File: src/rtl/task_read_raw_pkg.sv
// Shared types for the raw SD stream reader: FSM state encoding and error codes.
package task_read_raw_pkg;

  typedef enum logic [3:0] {
    IDLE,
    RST_SPI,
    WAIT_READY,
    CMD,
    WAIT_BLOCK,
    REQ_BYTE,
    ACK_BYTE,
    WAIT_BYTE,
    DONE,
    ERROR
  } state_e;

  localparam logic [1:0] ERR_NONE    = 2'd0;
  localparam logic [1:0] ERR_SPI     = 2'd1;
  localparam logic [1:0] ERR_TIMEOUT = 2'd2;

  // States in which the controller may raise spi_err against us.
  function automatic logic in_spi_window(input state_e s);
    return (s inside {WAIT_READY, CMD, WAIT_BLOCK, REQ_BYTE, ACK_BYTE, WAIT_BYTE});
  endfunction

endpackage

File: src/rtl/busy_watchdog.sv
// Cycle counter for busy-waits: cleared on every state change, flags expiry
// on the LIMIT-th cycle spent in the same state.
module busy_watchdog #(
  parameter int unsigned LIMIT = 100,
  parameter int          CW    = $clog2(LIMIT + 1)
) (
  input  logic          clk,
  input  logic          rst_n,
  input  logic          clr_i,
  output logic [CW-1:0] count_o,
  output logic          expired_o
);

  localparam logic [CW-1:0] LAST = CW'(LIMIT - 1);

  logic [CW-1:0] count_q, count_d;

  always_comb begin
    count_d = count_q;
    if (clr_i) begin
      count_d = '0;
    end else if (count_q < LAST) begin
      count_d = count_q + 1'b1;
    end
  end

  always_ff @(posedge clk or negedge rst_n) begin
    if (!rst_n) begin
      count_q <= '0;
    end else begin
      count_q <= count_d;
    end
  end

  assign count_o   = count_q;
  assign expired_o = (count_q >= LAST);

endmodule

File: src/rtl/task_read_raw_counter.sv
// Clearable up-counter; optionally saturates at all-ones instead of wrapping.
module task_read_raw_counter #(
  parameter int W        = 32,
  parameter bit SATURATE = 1'b0
) (
  input  logic         clk,
  input  logic         rst_n,
  input  logic         clr_i,
  input  logic         en_i,
  output logic [W-1:0] count_o
);

  logic [W-1:0] count_q, count_d;

  always_comb begin
    count_d = count_q;
    if (clr_i) begin
      count_d = '0;
    end else if (en_i && !(SATURATE && (&count_q))) begin
      count_d = count_q + 1'b1;
    end
  end

  always_ff @(posedge clk or negedge rst_n) begin
    if (!rst_n) begin
      count_q <= '0;
    end else begin
      count_q <= count_d;
    end
  end

  assign count_o = count_q;

endmodule

File: src/rtl/task_read_raw_stream.sv
// Streams num_bytes bytes from an SD card via multi-block read on the SPI SD controller.
// Define READ_RAW_CHECKSUM_EN to build the running 32-bit byte-sum checksum output.
module task_read_raw_stream
  import task_read_raw_pkg::*;
#(
  parameter int          CNT_W               = 32,
  parameter int          TIMER_W             = 64,
  parameter int unsigned TIMEOUT_CYCLES      = 2**24,
  parameter logic [31:0] DEFAULT_FIRST_BLOCK = 32'd50
) (
  input  logic               clk,
  input  logic               rst_n,
  input  logic               start,
  input  logic [31:0]        first_block_i,
  input  logic [CNT_W-1:0]   num_bytes,
  output logic               spi_ctl,
  output logic               rst_eluks,
  output logic               r_block,
  output logic               rst_spi,
  output logic               r_multi_block,
  output logic               r_byte,
  output logic [31:0]        block_addr,
  input  logic               spi_err,
  input  logic [7:0]         spi_data,
  input  logic               spi_busy,
  output logic [7:0]         data_out,
  output logic               data_valid,
  output logic [CNT_W-1:0]   bytes_done,
  output logic [31:0]        checksum,
  output logic               busy,
  output logic               end_signal,
  output logic               error,
  output logic [1:0]         err_code,
  output logic [TIMER_W-1:0] exec_time
);

  localparam int WD_W = $clog2(TIMEOUT_CYCLES + 1);

  state_e            state_q, state_d;
  logic [31:0]       block_addr_q;
  logic [CNT_W-1:0]  num_bytes_q;
  logic [7:0]        data_out_q;
  logic              data_valid_q;
  logic [1:0]        err_code_q, err_code_d;
  logic [WD_W-1:0]   wd_count;
  logic              wd_expired;
  logic              idle_like, in_read, start_acc, capture, more_bytes;

  // Handshake: start is a one-cycle request honoured only while idle_like;
  // end_signal stays high from DONE/ERROR until the next accepted start.
  assign idle_like  = (state_q inside {IDLE, DONE, ERROR});
  assign in_read    = (state_q inside {CMD, WAIT_BLOCK, REQ_BYTE, ACK_BYTE, WAIT_BYTE});
  assign start_acc  = start && idle_like;
  assign more_bytes = (bytes_done != num_bytes_q);
  // An error arriving with the final busy drop wins; the byte is dropped.
  assign capture    = (state_q == WAIT_BYTE) && !spi_busy && !spi_err;

  always_comb begin
    state_d    = state_q;
    err_code_d = err_code_q;
    case (state_q)
      IDLE, DONE, ERROR: begin
        if (start) begin
          state_d    = RST_SPI;
          err_code_d = ERR_NONE;
        end
      end
      RST_SPI:    state_d = WAIT_READY;
      WAIT_READY: begin
        if (!spi_busy) begin
          state_d = CMD;
        end else if (wd_expired) begin
          state_d    = ERROR;
          err_code_d = ERR_TIMEOUT;
        end
      end
      CMD:        state_d = WAIT_BLOCK;
      WAIT_BLOCK: begin
        if (!spi_busy) begin
          state_d = REQ_BYTE;
        end else if (wd_expired) begin
          state_d    = ERROR;
          err_code_d = ERR_TIMEOUT;
        end
      end
      REQ_BYTE:   state_d = more_bytes ? ACK_BYTE : DONE;
      // A controller that never shows busy has already finished the byte.
      ACK_BYTE: begin
        if (spi_busy || (wd_count != '0)) begin
          state_d = WAIT_BYTE;
        end
      end
      WAIT_BYTE: begin
        if (!spi_busy) begin
          state_d = REQ_BYTE;
        end else if (wd_expired) begin
          state_d    = ERROR;
          err_code_d = ERR_TIMEOUT;
        end
      end
      default:    state_d = IDLE;
    endcase
    if (in_spi_window(state_q) && spi_err) begin
      state_d    = ERROR;
      err_code_d = ERR_SPI;
    end
  end

  always_ff @(posedge clk or negedge rst_n) begin
    if (!rst_n) begin
      state_q      <= IDLE;
      block_addr_q <= DEFAULT_FIRST_BLOCK;
      num_bytes_q  <= '0;
      data_out_q   <= '0;
      data_valid_q <= 1'b0;
      err_code_q   <= ERR_NONE;
    end else begin
      state_q      <= state_d;
      err_code_q   <= err_code_d;
      data_valid_q <= capture;
      if (start_acc) begin
        block_addr_q <= (first_block_i == '0) ? DEFAULT_FIRST_BLOCK : first_block_i;
        num_bytes_q  <= num_bytes;
      end
      if (capture) begin
        data_out_q <= spi_data;
      end
    end
  end

  busy_watchdog #(
    .LIMIT (TIMEOUT_CYCLES),
    .CW    (WD_W)
  ) u_watchdog (
    .clk       (clk),
    .rst_n     (rst_n),
    .clr_i     (state_d != state_q),
    .count_o   (wd_count),
    .expired_o (wd_expired)
  );

  task_read_raw_counter #(
    .W        (CNT_W),
    .SATURATE (1'b1)
  ) u_bytes_done (
    .clk     (clk),
    .rst_n   (rst_n),
    .clr_i   (start_acc),
    .en_i    (capture),
    .count_o (bytes_done)
  );

  task_read_raw_counter #(
    .W        (TIMER_W),
    .SATURATE (1'b0)
  ) u_exec_time (
    .clk     (clk),
    .rst_n   (rst_n),
    .clr_i   (start_acc),
    .en_i    (in_read),
    .count_o (exec_time)
  );

`ifdef READ_RAW_CHECKSUM_EN
  logic [31:0] checksum_q;

  always_ff @(posedge clk or negedge rst_n) begin
    if (!rst_n) begin
      checksum_q <= '0;
    end else if (start_acc) begin
      checksum_q <= '0;
    end else if (capture) begin
      checksum_q <= checksum_q + {24'd0, spi_data};
    end
  end

  assign checksum = checksum_q;
`else
  assign checksum = '0;
`endif

  assign spi_ctl       = 1'b0;
  assign rst_eluks     = 1'b1;
  assign r_block       = 1'b0;
  assign rst_spi       = (state_q == RST_SPI);
  assign r_multi_block = in_read;
  assign r_byte        = (state_q == REQ_BYTE) && more_bytes;
  assign block_addr    = block_addr_q;
  assign data_out      = data_out_q;
  assign data_valid    = data_valid_q;
  assign busy          = !idle_like;
  assign end_signal    = (state_q inside {DONE, ERROR});
  assign error         = (state_q == ERROR);
  assign err_code      = err_code_q;

endmodule

File: config.mk
export PLATFORM = sky130hd
export DESIGN_NAME = task_read_raw_stream
export DESIGN_NICKNAME = d
export VERILOG_FILES = /design/src/rtl/task_read_raw_pkg.sv /design/src/rtl/busy_watchdog.sv /design/src/rtl/task_read_raw_counter.sv /design/src/rtl/task_read_raw_stream.sv
export SDC_FILE = /design/constraint.sdc
export NUM_CORES = 1
export LEC_CHECK = 0
export ABC_AREA = 1
export BUFFER_PORTS_ARGS = -buffer_cell sky130_fd_sc_hd__buf_2
export CORE_MARGIN = 3
export CORE_UTILIZATION = 50
export DETAILED_ROUTE_END_ITERATION = 10
export PLACE_DENSITY = 0.78
export SLEW_MARGIN = 15
export SYNTH_ARGS = -nofsm -noshare
export SYNTH_HDL_FRONTEND = slang
export SYNTH_SLANG_ARGS = --single-unit
export TNS_END_PERCENT = 5
File: constraint.sdc
create_clock -name clk -period 1.99 [get_ports clk]
set_input_delay 0.398 -clock clk [delete_from_list [all_inputs] [get_ports clk]]
set_output_delay 0.398 -clock clk [all_outputs]
set_load 0.01 [all_outputs]
* Word level (Yosys, flattened, before mapping)
Index checks and enable logic that the tools add are counted.
Word-level totals: register bits 200, output and inout port bits 180, word-level logic and storage cells 75
Operators by class: add/sub/neg operators 3, magnitude comparators 2, equality and inequality tests 14, multiplexer cells 20, reductions and logical operators 27
Operator list (number):
- $mux 64 | 2
- $mux 32 | 3
- $add 64x1->64 const B | 1
- $mux 25 | 2
- $add 32x1->32 const B | 1
- $logic_not 32->1 | 1
- $ne 32x32->1 | 1
- $reduce_and 32->1 | 1
- $mux 4 | 7
- $pmux 4 s7 | 1
- $add 25x1->25 const B | 1
- $ge 25x24->1 const B | 1
- $lt 25x24->1 const B | 1
- $reduce_bool 25->1 | 1
- $eq 4x3->1 const B | 4
- $eq 4x2->1 const B | 2
- $eq 4x4->1 const B | 2
- $mux 2 | 4
- $reduce_bool 2->1 | 4
- $logic_and 1x1->1 | 6
- $ne 3x1->1 const B | 2
- $reduce_bool 3->1 | 2
- $reduce_bool 6->1 | 1
- $reduce_or 3->1 | 2
- other kinds (10) | 13

* Logic depth before layout (Yosys ltp)
word-level depth 7, mapped depth 16, depth with buffers taken out 14

* By module
Synthesis repeated with hierarchy kept, for this count alone.
Unflattened totals: cells, all modules 1817, area, all modules 12441.9 um^2
By module, submodules not included:
- task_read_raw_stream | instances 1, cells an instance 586, area each 4326.6 um^2, sequential area each 1980.6 um^2
- task_read_raw_counter (u_exec_time) | instances 1, cells an instance 633, area each 4205.3 um^2, sequential area each 1601.5 um^2
- task_read_raw_counter (u_bytes_done) | instances 1, cells an instance 350, area each 2242.2 um^2, sequential area each 800.8 um^2
- busy_watchdog | instances 1, cells an instance 248, area each 1667.8 um^2, sequential area each 625.6 um^2

* Worst setup path after synthesis
OpenSTA, ideal clock, no wires.
kind input -> register, from input port spi_busy, to register u_bytes_done.count_q[24] (netlist: u_bytes_done.count_o[24]), library setup time 0.117 ns, arrival 1.859 ns, data required time 1.873 ns, path slack 0.013 ns, cell stages on the path 10, buffers on the path 2, cell sequence clkbuf_1 -> nor4_4 -> nand2_4 -> nand2_4 -> buf_12 -> nand3_4 -> nor2_4 -> nand2_1 -> o21ai_1 -> nor2_1
Between the ends: longest elaborated chain between the ends 5
Ends and longest elaborated chain:
- start: declaration | RTL line task_read_raw_stream.sv:25 | input logic spi_busy,
- $logic_not 1->1
- $logic_and 1x1->1 (2 in series) | RTL line task_read_raw_stream.sv:56 | assign capture = (state_q == WAIT_BYTE) && !spi_busy && !spi_err;
- via capture | RTL line task_read_raw_stream.sv:47 | logic idle_like, in_read, start_acc, capture, more_bytes;
- $logic_and 1x1->1 | RTL line task_read_raw_counter.sv:19 | end else if (en_i && !(SATURATE && (&count_q))) begin
- $reduce_bool 2->1 (no source line)
- end signal: assignment | RTL line task_read_raw_counter.sv:28 | count_q <= count_d;
- end: declaration | RTL line task_read_raw_counter.sv:13 | logic [W-1:0] count_q, count_d;
The timed path passes the listed nets, and every way through them passes these cells. A chain may end at the register's enable or synchronous reset.

* Worst setup path in the final report
from register u_bytes_done.count_q[21] (netlist: u_bytes_done.count_o[21]), to output port r_byte
Between the ends: longest elaborated chain between the ends 2
Ends and longest elaborated chain:
- $ne 32x32->1 | RTL line task_read_raw_stream.sv:54 | assign more_bytes = (bytes_done != num_bytes_q);
- $logic_and 1x1->1 | RTL line task_read_raw_stream.sv:187 | assign r_byte = (state_q == REQ_BYTE) && more_bytes;
- end: declaration | RTL line task_read_raw_stream.sv:21 | output logic r_byte,
Every way passes these cells.

==> flow_metrics.py <==
metrics = {
    "drt": {
        "via_per_inst": 5.331,
        "wirelength_um": 36180,
        "vias": 12040,
        "drc": 0,
        "wl_per_cell_um": 16.02,
        "ant_nets": 0,
        "drtPass1Iterations": 8,
        "first_iter_violations": 900,
    },
    "global_routing": {
        "grt_pass1_vias": 11290,
        "track_usage_pct": 28.15,
        "antenna_found_initial": 0,
        "grt_pass1_wl_um": 56360,
        "grt_max_degree": 89,
        "grt_overflow": 0,
    },
    "yosys": {
        "synth.top_cell.area_share_pct": 42.64,
        "syn_area_sq_um": 11560,
        "avgSynthCellArea_sq_um": 7.360,
        "ys_top_cells_by_area": "dfrtp_1 (43%), nand2_1 (15%), nor2_1 (6.0%)",
        "ys_types": 51,
        "synthCells": 1571,
        "synth_edf_count": 0,
        "async_flop_share_pct": 100.0,
        "yosysSeqAreaShare_pct": 43.32,
        "ys.flop_type": "dfrtp_1",
        "yosysTopAreaCell": "dfrtp_1",
        "ys_ff_latch": 200,
        "yosysWarningCount": 0,
    },
    "timing": {
        "finalClockSkew_ps": 16.96,
        "setup_violations": 30,
        "hold_violations": 0,
        "worst_slack_ps": -313.9,
        "rsz0062_at_grt": "yes",
        "post-route-period-util_pct": 115.8,
        "report.final.slew_viol_count": 0,
        "max_freq_mhz": 434.0,
        "min_period_ps": 2304,
    },
    "run_status": {
        "violations": "setup timing",
        "outcome": "finished, violations left",
    },
    "worst_setup_path": {
        "reg2reg_setup_slack_ps": -290,
        "crit_end": "r_byte",
        "cp.depth": 12,
        "critPathKind": "reg2out",
        "crit_slowest_cell": "dfrtp_1",
        "cp_max_fo": 4,
        "worstPathArrival_ps": 1910,
        "endpoint_kind": "primary output",
        "worstPathRequired_ps": 1590,
        "crit_family": "simple AND/OR/NAND/NOR gates",
        "slowest_delay_ps": 420,
        "path_buf_inv": 4,
        "path_cells": "inv_1 > nand2_1 > nand2_1 > nand2_1 > nor2_2 > nand2_2 > nor2_4 > nand2_2 > nand2_2 > buf_6 > inv_2 > buf_6",
        "r2r_end": "u_watchdog.count_o[1]",
        "setup.worst_path.start": "u_bytes_done.count_o[21]",
        "start_kind": "flop",
        "r2r_start": "u_bytes_done.count_o[21]",
        "r2r_cells": 18,
    },
    "power": {
        "peakVddDrop_mv": 0.7065,
        "power_density_nw_per_um2": 995.5,
        "p_leak_nw": 7.545,
        "total_power_mw": 15.18,
    },
    "floorplanning": {
        "core-area_sq_um": 22710,
        "die_x_um": 158.1,
        "dieArea_sq_um": 24990,
        "start_util_pct": 50.91,
        "boundaryPins": 257,
        "rows": 55,
        "die_h_um": 158.1,
    },
    "clock_network": {
        "clockBufferDepth": 2,
        "cts_buffers": 17,
        "cts_max_level": 4,
        "root_buffer": "clkbuf_16",
        "clkLatencyLatePin_ps": 450,
        "cts.sinks": 200,
        "cts_tree": "done",
        "cts.clk_slew.worst_paths_ps": 80,
    },
    "finish": {
        "final_core_util_pct": 67.14,
        "drive_above_1_share_pct": 29.75,
        "seq_area_sq_um": 5024,
        "area_growth_pct": 31.86,
        "antenna_cells": 0,
        "multi_input_area_sq_um": 5966,
        "nFillCells": 1936,
        "layout.nets": 2041,
    },
    "placed_design": {
        "hpwl_um": 26960,
        "routabilityCongestion": 0.9774,
        "portBuffers": 221,
    },
    "min_path": {
        "hold_class": "in2reg",
    },
    "job": {
        "cap_violations": 0,
    },
}
==> report_power, final <==
group	switching (mW)	internal (mW)
combinational	3.58	2.21
sequential	0.727	5.06
clock	1.79	1.81
total	6.10	9.08
==> cells in the mapped netlist, types with 4 or more instances <==
library cell and number:
a21oi_1 58, buf_2 9, buf_4 35, clkbuf_1 26, dfrtp_1 197, ha_1 4
inv_1 168, inv_2 4, mux2_2 8, nand2_1 469, nand3_1 68, nand3b_1 5
nand4_1 45, nor2_1 185, nor3_1 63, nor4_1 28, o21a_1 4, o21ai_0 57
o21ai_1 19, o31ai_1 13, xnor2_1 23, xor2_1 34
==> worst register-to-register path, cell delays in order (launching register included) <==
cell     delay, ps
dfrtp_1        420
inv_1           90
nand2_1         50
nand2_1         60
nand2_1         70
nor2_2         140
nand2_2        100
nor2_4         140
buf_4          130
buf_4          100
buf_4          100
buf_4           90
buf_4           90
nand3_1         80
nand4_1        110
nand2_1         70
nand3_2         90
buf_12         180
nor2_1          60
==> how the worst min path moves through the flow <==
stage                             from                      to  slack (ps)  cells after the start
final                     num_bytes[4]          num_bytes_q[4]         150                      3
after detailed placement         rst_n  u_watchdog.count_o[11]         360                      1
after floorplan                  rst_n           block_addr[0]         100                      0
after global placement           rst_n   u_watchdog.count_o[9]         360                      1
after global routing      num_bytes[6]          num_bytes_q[6]         140                      3
after CTS                 num_bytes[4]          num_bytes_q[4]         140                      3
==> repair_timing <==
action	4_1_cts	5_1_grt
setup buffers	19	10
hold buffers	1	0
hold endpoints to repair	35	0
setup endpoints to repair	40	104
pin swaps	6	4
resized for setup	26	95
==> sequential cells by signal, indices dropped and copies added, names as in the netlist <==
| register | flops |
|---|---|
| block_addr | 32 |
| data_out | 8 |
| data_valid | 1 |
| err_code | 2 |
| num_bytes_q | 32 |
| state_q | 4 |
| u_bytes_done.count_o | 32 |
| u_exec_time.count_o | 64 |
| u_watchdog.count_o | 25 |
==> through the flow <==
step	instances	hold slack, ps	cell area (sq um)	worst slack [ps]	setup TNS (ps)
CTS	2248	138.4	14840	-289.5	-5225
global route	2258	144.3	15250	-434.6	-13630
floorplan	1604	102.4	11690	13.40	0
detailed placement	2196	360.1	14010	-199.3	-1060
finish	2258	147.4	15250	-313.9	-7505
global placement	2196	360.1	14010	-184.9	-237.1
==> cell families after synthesis <==
group | share of synthesized area (%)
other | 0.06495
AO/OA/AOI/OAI | 8.051
AND/OR/NAND/NOR | 33.60
XOR/XNOR | 4.318
flip-flops | 43.32
buffers and inverters | 9.436
adder cells (fa/ha/maj) | 0.4329
multiplexers | 0.7792
==> area by class of cell <==
type                       instances  share of cell area, %
timing repair buffer             409                  17.33
inverter                         172                  4.259
clock buffer                      17                  2.790
tap                              285                  2.339
sequential                       200                  32.95
multi-input combinational       1160                  39.13
clock inverter                    15                  1.198
==> placed cells by master, fill, tap and decap left out, types with 4 or more instances in the layout <==
cell type,instances
o31ai_1,13
conb_1,35
nor3_2,18
buf_12,8
a21oi_1,56
o21ai_0,53
buf_2,219
nor4_4,5
nand4_1,45
mux2_2,8
nand2_1,461
xnor2_1,22
xor2_1,34
o21a_1,4
nor4_2,9
nand3b_1,5
nor2_1,152
inv_1,155
inv_2,15
nor3_1,47
nand3_2,7
o21ai_1,21
dfrtp_1,185
clkbuf_16,17
buf_4,177
nor2_4,7
nor2_2,31
nand2_2,9
nand3_1,64
nor4_1,16
dfrtp_2,12
inv_8,4
==> per-layer routing <==
metal / part of all wire, % / wire length, um / global-route usage (%) / vias to the layer above
li1: - / - / - / 5797
met5: 0 / 0 / 0 / -
met4: 2.1 / 769 / 8.029 / 0
met2: 50 / 18210 / 49.20 / 437
met3: 6.2 / 2239 / 5.276 / 65
met1: 41 / 14960 / 35.81 / 5739
(Power assumes the default switching activity.)
